==> src/rtl/mul_arb_pkg.sv <==
// Shared types for the round-robin multiplier arbiter.
// Operand/product widths and the unsigned multiply helper.
package mul_arb_pkg;

  localparam int OPER_W = 12;
  localparam int PROD_W = 24;

  typedef logic [OPER_W-1:0] oper_t;
  typedef logic [PROD_W-1:0] prod_t;

  // Full-width unsigned product, no truncation.
  function automatic prod_t mul_u(
    input oper_t a,
    input oper_t b
  );
    return prod_t'(a) * prod_t'(b);
  endfunction

endpackage

==> src/rtl/mul_pipe.sv <==
// Pipelined 12x12 unsigned multiplier.
// Carries valid and requester id alongside the product.
module mul_pipe
  import mul_arb_pkg::*;
#(
  parameter int LAT  = 2,
  parameter int ID_W = 2
) (
  input  logic            clk,
  input  logic            rst,
  input  logic            in_valid_i,
  input  logic [ID_W-1:0] in_id_i,
  input  oper_t           in_a_i,
  input  oper_t           in_b_i,
  output logic            out_valid_o,
  output logic [ID_W-1:0] out_id_o,
  output prod_t           out_prod_o,
  output logic            busy_o
);

  logic [LAT-1:0]  vld_q;
  logic [ID_W-1:0] id_q   [LAT];
  prod_t           prod_q [LAT];

  logic [LAT-1:0]  vld_d;
  logic [ID_W-1:0] id_d   [LAT];
  prod_t           prod_d [LAT];

  // Next state: valids always shift; payload only moves with a valid,
  // so the last stage keeps the previous result while idle.
  always_comb begin
    vld_d     = vld_q;
    id_d      = id_q;
    prod_d    = prod_q;
    vld_d[0]  = in_valid_i;
    if (in_valid_i) begin
      id_d[0]   = in_id_i;
      prod_d[0] = mul_u(in_a_i, in_b_i);
    end
    for (int k = 1; k < LAT; k++) begin
      vld_d[k] = vld_q[k-1];
      if (vld_q[k-1]) begin
        id_d[k]   = id_q[k-1];
        prod_d[k] = prod_q[k-1];
      end
    end
  end

  // Stage registers; reset drops every in-flight op.
  always_ff @(posedge clk) begin
    if (rst) begin
      vld_q <= '0;
      for (int k = 0; k < LAT; k++) begin
        id_q[k]   <= '0;
        prod_q[k] <= '0;
      end
    end else begin
      vld_q  <= vld_d;
      id_q   <= id_d;
      prod_q <= prod_d;
    end
  end

  assign out_valid_o = vld_q[LAT-1];
  assign out_id_o    = id_q[LAT-1];
  assign out_prod_o  = prod_q[LAT-1];
  assign busy_o      = |vld_q;

endmodule

==> src/rtl/mul_rr_arbiter.sv <==
// Round-robin arbiter sharing one pipelined multiplier.
// One grant per cycle; results tagged with requester id.
module mul_rr_arbiter
  import mul_arb_pkg::*;
#(
  parameter int N_REQ = 4,
  parameter int LAT   = 2,
  localparam int ID_W = $clog2(N_REQ)
) (
  input  logic                     clk,
  input  logic                     rst,
  input  logic [N_REQ-1:0]         req_valid,
  input  logic [N_REQ*OPER_W-1:0]  req_a,
  input  logic [N_REQ*OPER_W-1:0]  req_b,
  output logic [N_REQ-1:0]         req_ready,
  output logic                     res_valid,
  output logic [ID_W-1:0]          res_id,
  output prod_t                    res_prod,
  output logic                     busy
);

  logic [ID_W-1:0] rr_ptr_q;
  logic [ID_W-1:0] rr_ptr_d;
  logic [ID_W-1:0] gnt_idx;
  logic            gnt_any;
  logic            xfer;
  logic [N_REQ-1:0] one_hot;
  oper_t           sel_a;
  oper_t           sel_b;

  // Search from rr_ptr upward with wrap; walking offsets from the
  // far end down lets the nearest valid requester win.
  always_comb begin
    int j;
    gnt_idx = '0;
    gnt_any = 1'b0;
    j       = 0;
    for (int off = N_REQ - 1; off >= 0; off--) begin
      j = int'(rr_ptr_q) + off;
      if (j >= N_REQ) j = j - N_REQ;
      if (req_valid[j]) begin
        gnt_any = 1'b1;
        gnt_idx = ID_W'(j);
      end
    end
  end

  assign xfer    = gnt_any && !rst;
  assign one_hot = N_REQ'(1) << gnt_idx;

  assign req_ready = xfer ? one_hot : '0;
  assign sel_a     = req_a[OPER_W*gnt_idx +: OPER_W];
  assign sel_b     = req_b[OPER_W*gnt_idx +: OPER_W];

  // Pointer moves past the winner; holds when nothing transfers.
  always_comb begin
    rr_ptr_d = rr_ptr_q;
    if (xfer) begin
      if (int'(gnt_idx) == N_REQ - 1) rr_ptr_d = '0;
      else                            rr_ptr_d = gnt_idx + 1'b1;
    end
  end

  // Round-robin pointer register.
  always_ff @(posedge clk) begin
    if (rst) rr_ptr_q <= '0;
    else     rr_ptr_q <= rr_ptr_d;
  end

  mul_pipe #(
    .LAT  (LAT),
    .ID_W (ID_W)
  ) u_pipe (
    .clk         (clk),
    .rst         (rst),
    .in_valid_i  (xfer),
    .in_id_i     (gnt_idx),
    .in_a_i      (sel_a),
    .in_b_i      (sel_b),
    .out_valid_o (res_valid),
    .out_id_o    (res_id),
    .out_prod_o  (res_prod),
    .busy_o      (busy)
  );

endmodule

==> config.mk <==
export PLATFORM = sky130hd
export DESIGN_NAME = mul_rr_arbiter
export DESIGN_NICKNAME = d
export VERILOG_FILES = /design/src/rtl/mul_arb_pkg.sv /design/src/rtl/mul_pipe.sv /design/src/rtl/mul_rr_arbiter.sv
export SDC_FILE = /design/constraint.sdc
export NUM_CORES = 1
export LEC_CHECK = 0
export BUFFER_PORTS_ARGS = -buffer_cell sky130_fd_sc_hd__buf_4
export CAP_MARGIN = 10
export CORE_MARGIN = 2
export CORE_UTILIZATION = 50
export DETAILED_ROUTE_END_ITERATION = 10
export PLACE_DENSITY = 0.71
export SLEW_MARGIN = 20
export SYNTH_ARGS = -nofsm -noshare
export SYNTH_HDL_FRONTEND = slang
export SYNTH_SLANG_ARGS = --single-unit
==> constraint.sdc <==
create_clock -name clk -period 7.08 [get_ports clk]
set_input_delay 1.062 -clock clk [delete_from_list [all_inputs] [get_ports clk]]
set_output_delay 1.062 -clock clk [all_outputs]
set_load 0.005 [all_outputs]
==> impl_metrics.csv <==
group,metric,value,unit
clock_tree,tritoncts,"yes",
clock_tree,cts_hold_buffers,0,
clock_tree,htreeDepth,2,
floorplan,start_util,51.0,%
detailed_routing,drt-initial-drc-count,424,
final_layout,area_growth,17.0,%
clock_tree,post_cts_buffers,0,
floorplan,die_h,131,um
job,cap_violations,0,
worst_setup_path,crit_path_start_kind,"primary input",
final_layout,multiInputGateArea,6040,um2
synthesis,yosys_warnings,0,
detailed_routing,wl_per_cell,15.1,um
timing,fin_skew,0.00485,ns
detailed_routing,routed_wl,18.8,mm
worst_setup_path,crit_chain,"buf_4 -> nor2b_1 -> o31ai_4 -> buf_12 -> buf_12 -> mux2i_1 -> mux2_2 -> nor2_1 -> fa_1 -> inv_1 -> fa_1 -> inv_1 -> fa_1 -> fa_1 -> inv_1 -> fa_1 -> inv_1 -> ha_1 -> a21boi_0 -> nand2_1 -> o31ai_1 -> mux2i_1 -> nand2_1",
synthesis,syn_area,8100,um2
clock_tree,cts_buffers,5,
worst_setup_path,r2r_start,"rr_ptr_q[1]",
worst_setup_path,crit_type,"in -> reg",
hold_path,hold_depth,2,
worst_setup_path,rr_endpoint,"u_pipe.prod_q[43]",
timing,setup_viol,0,
worst_setup_path,crit_fanout,26,
worst_setup_path,path_delay_family,"adder cells",
grt,grt_pass1_vias,6626,
timing,hold_viol,0,
synthesis,synth_area_leaders,"fa_1 (25%), dfxtp_1 (14%), mux2i_1 (12%)",
synthesis,synth.ff_latch_count,56,
placed_design,hpwlAfterDp,15.8,mm
floorplan,core_area,15900,um2
worst_setup_path,r2r_setup_slack,0.85,ns
placed_design,place_congestion,0.913,
worst_setup_path,worst_path_max_delay_cell,"fa_1",
hold_path,min_to,"u_pipe.prod_q[28]",
synthesis,synth.net_count,1189,
grt,grt_pass1_wl,31.3,mm
timing,rsz0062_at_grt,"no",
worst_setup_path,crit_top_cell,"fa_1",
floorplan,die-area,17200,um2
timing,slew-limit-headroom,60.8,%
detailed_routing,post-route-drc-count,0,
worst_setup_path,max_stage_delay,0.55,ns
synthesis,syn_avg_cell_area,8.80,um2
detailed_routing,vias,6683,
synthesis,synthArstFlopShare,0,%
outcome,status,"finished, final reports clean",
worst_setup_path,critPathCaptureType,"flop",
timing,slew_viol_final,0,
synthesis,synth-edff-count,0,
clock_tree,ctsRootBufferMaster,"clkbuf_16",
worst_setup_path,worstSetupStartpoint,"req_valid[0]",
clock_tree,clock_sinks,56,
final_layout,drive_gt1_share,20.7,%
grt,gr-total-overflow,0,
worst_setup_path,reg2regPathDepth,22,
synthesis,synth_top_area_share,24.7,%
final_layout,seqCellArea,1120,um2
synthesis,syn-instance-count,921,
final_layout,mostFrequentLayoutCells,"buf_4 (167), inv_1 (127), nand2_1 (122), fa_1 (100), mux2i_1 (96)",
placed_design,pre_cts_ws,-0.0443,ns
timing,setup_slack,0.294,ns
synthesis,ys_seq_area_share,13.8,%
final_layout,final_common_cell,"buf_4",
final_layout,n_antenna_cell,0,
timing,worstMarginPinSlew,0.586,ns
floorplan,fp-row-count,46,
worst_setup_path,required,7.26,ns
clock_tree,cts.clk_slew.worst_paths,0.07,ns
worst_setup_path,critPathArrivalTime,6.97,ns
timing,fmax,147,MHz
floorplan,io_pins,134,
final_layout,fin_nets,1302,
detailed_routing,postRouteAntennaNets,0,
timing,finalCritPeriodShare,95.8,%
placed_design,io_buffer_count,133,
hold_path,worstHoldStart,"u_pipe.prod_q[28]",
detailed_routing,via_per_inst,5.34,
grt,grt_max_degree,57,
detailed_routing,dr.pass1.iters,5,
timing,period_needed,6.79,ns
final_layout,layoutNonFillerInstCount,1251,
worst_setup_path,path_buf_inv,7,
final_layout,n_fill_cell,1457,
placed_design,dp_cells,1243,
synthesis,synth.largest_area_cell,"fa_1",
clock_tree,cts_buffer_depth,2,
floorplan,die_width,131,um
synthesis,synth_cell_type_count,55,
synthesis,synthFlopType,"dfxtp_1",
clock_tree,clk_latency,0.29,ns
grt,grt_usage,21.8,%
grt,antenna_found_initial,0,
hold_path,hold_path_class,"reg -> reg",
[routing by layer]
metal | part of all wire, % | global-route usage, % | up-vias
met1 | 42 | 27.9 | 3298
met4 | 1.8 | 4.95 | 0
li1 | - | - | 3191
met5 | 0 | 0 | -
met3 | 4.3 | 3.40 | 31
met2 | 52 | 38.9 | 163
[cells in the mapped netlist (all sizes together) (14+ instances only)]
library cell    n
and2           32
dfxtp          56
clkbuf         14
fa            100
a21oi          40
inv           127
nand2         122
mux2i         103
buf            55
mux2           15
nor2           77
ha             66
[worst min-delay path, cell delays in order (launching register included)]
cell and delay, ns:
dfxtp_1 0.31, nand2_1 0.05, a21oi_1 0.05
[repair_timing]
item,in CTS,in global routing
resized for setup,0,1
endpoints found under the setup margin,0,1
hold endpoints to repair,0,0
[sequential cells by signal (all words and copies together) (netlist names)]
| register | count |
|---|---|
| u_pipe.out_prod_o | 24 |
| u_pipe.id_q | 2 |
| u_pipe.prod_q | 24 |
| rr_ptr_q | 2 |
| u_pipe.out_id_o | 2 |
| u_pipe.vld_q | 2 |
[area by class of cell]
| cell class | instances | share of cell area, % |
|---|---|---|
| multi-input cells | 669 | 63.8 |
| repair buffers | 175 | 14.9 |
| flip-flops and latches | 56 | 11.8 |
| inverters | 127 | 5.03 |
| well taps | 216 | 2.85 |
| clock buffers | 7 | 1.51 |
| clock inverters | 1 | 0.0792 |
[cells by family (layout without fill, tap and decap cells)]
| family | count (synthesis) | in the layout | share of synthesized area (%) |
|---|---|---|---|
| AOI/OAI and AO/OA | 90 | 90 | 6.95 |
| xor gates and xnor gates | 8 | 8 | 0.865 |
| adders and majority gates | 166 | 166 | 34.9 |
| buffers and inverters | 196 | 310 | 11.9 |
| DFF | 56 | 56 | 13.8 |
| muxes | 118 | 118 | 15.6 |
| and+or+nand+nor | 287 | 287 | 16.0 |
[worst max path at each step]
stage / to / slack (ns) / cells past startpoint
after floorplan: u_pipe.prod_q[44] / 0.47 / 23
after global placement: u_pipe.prod_q[43] / 0.06 / 23
after detailed placement: u_pipe.prod_q[44] / -0.04 / 24
after CTS: u_pipe.prod_q[44] / 0.25 / 24
after global routing: u_pipe.prod_q[43] / 0.002 / 23
final: u_pipe.prod_q[43] / 0.29 / 23
[metrics by stage]
step | utilization [%] | instance area [um2] | hold slack, ns | setup TNS (ns)
after floorplan | - | 8100 | 0.432 | 0
after global placement | 58.7 | 9320 | 0.442 | 0
after detailed placement | 58.7 | 9320 | 0.448 | -0.0443
after CTS | 59.6 | 9470 | 0.459 | 0
after global routing | 59.6 | 9470 | 0.484 | 0
final | 59.6 | 9470 | 0.457 | 0
Power is left out: the tool's default activity adds up to more than one toggle a clock period on the data nets, which glitch-free logic cannot reach.
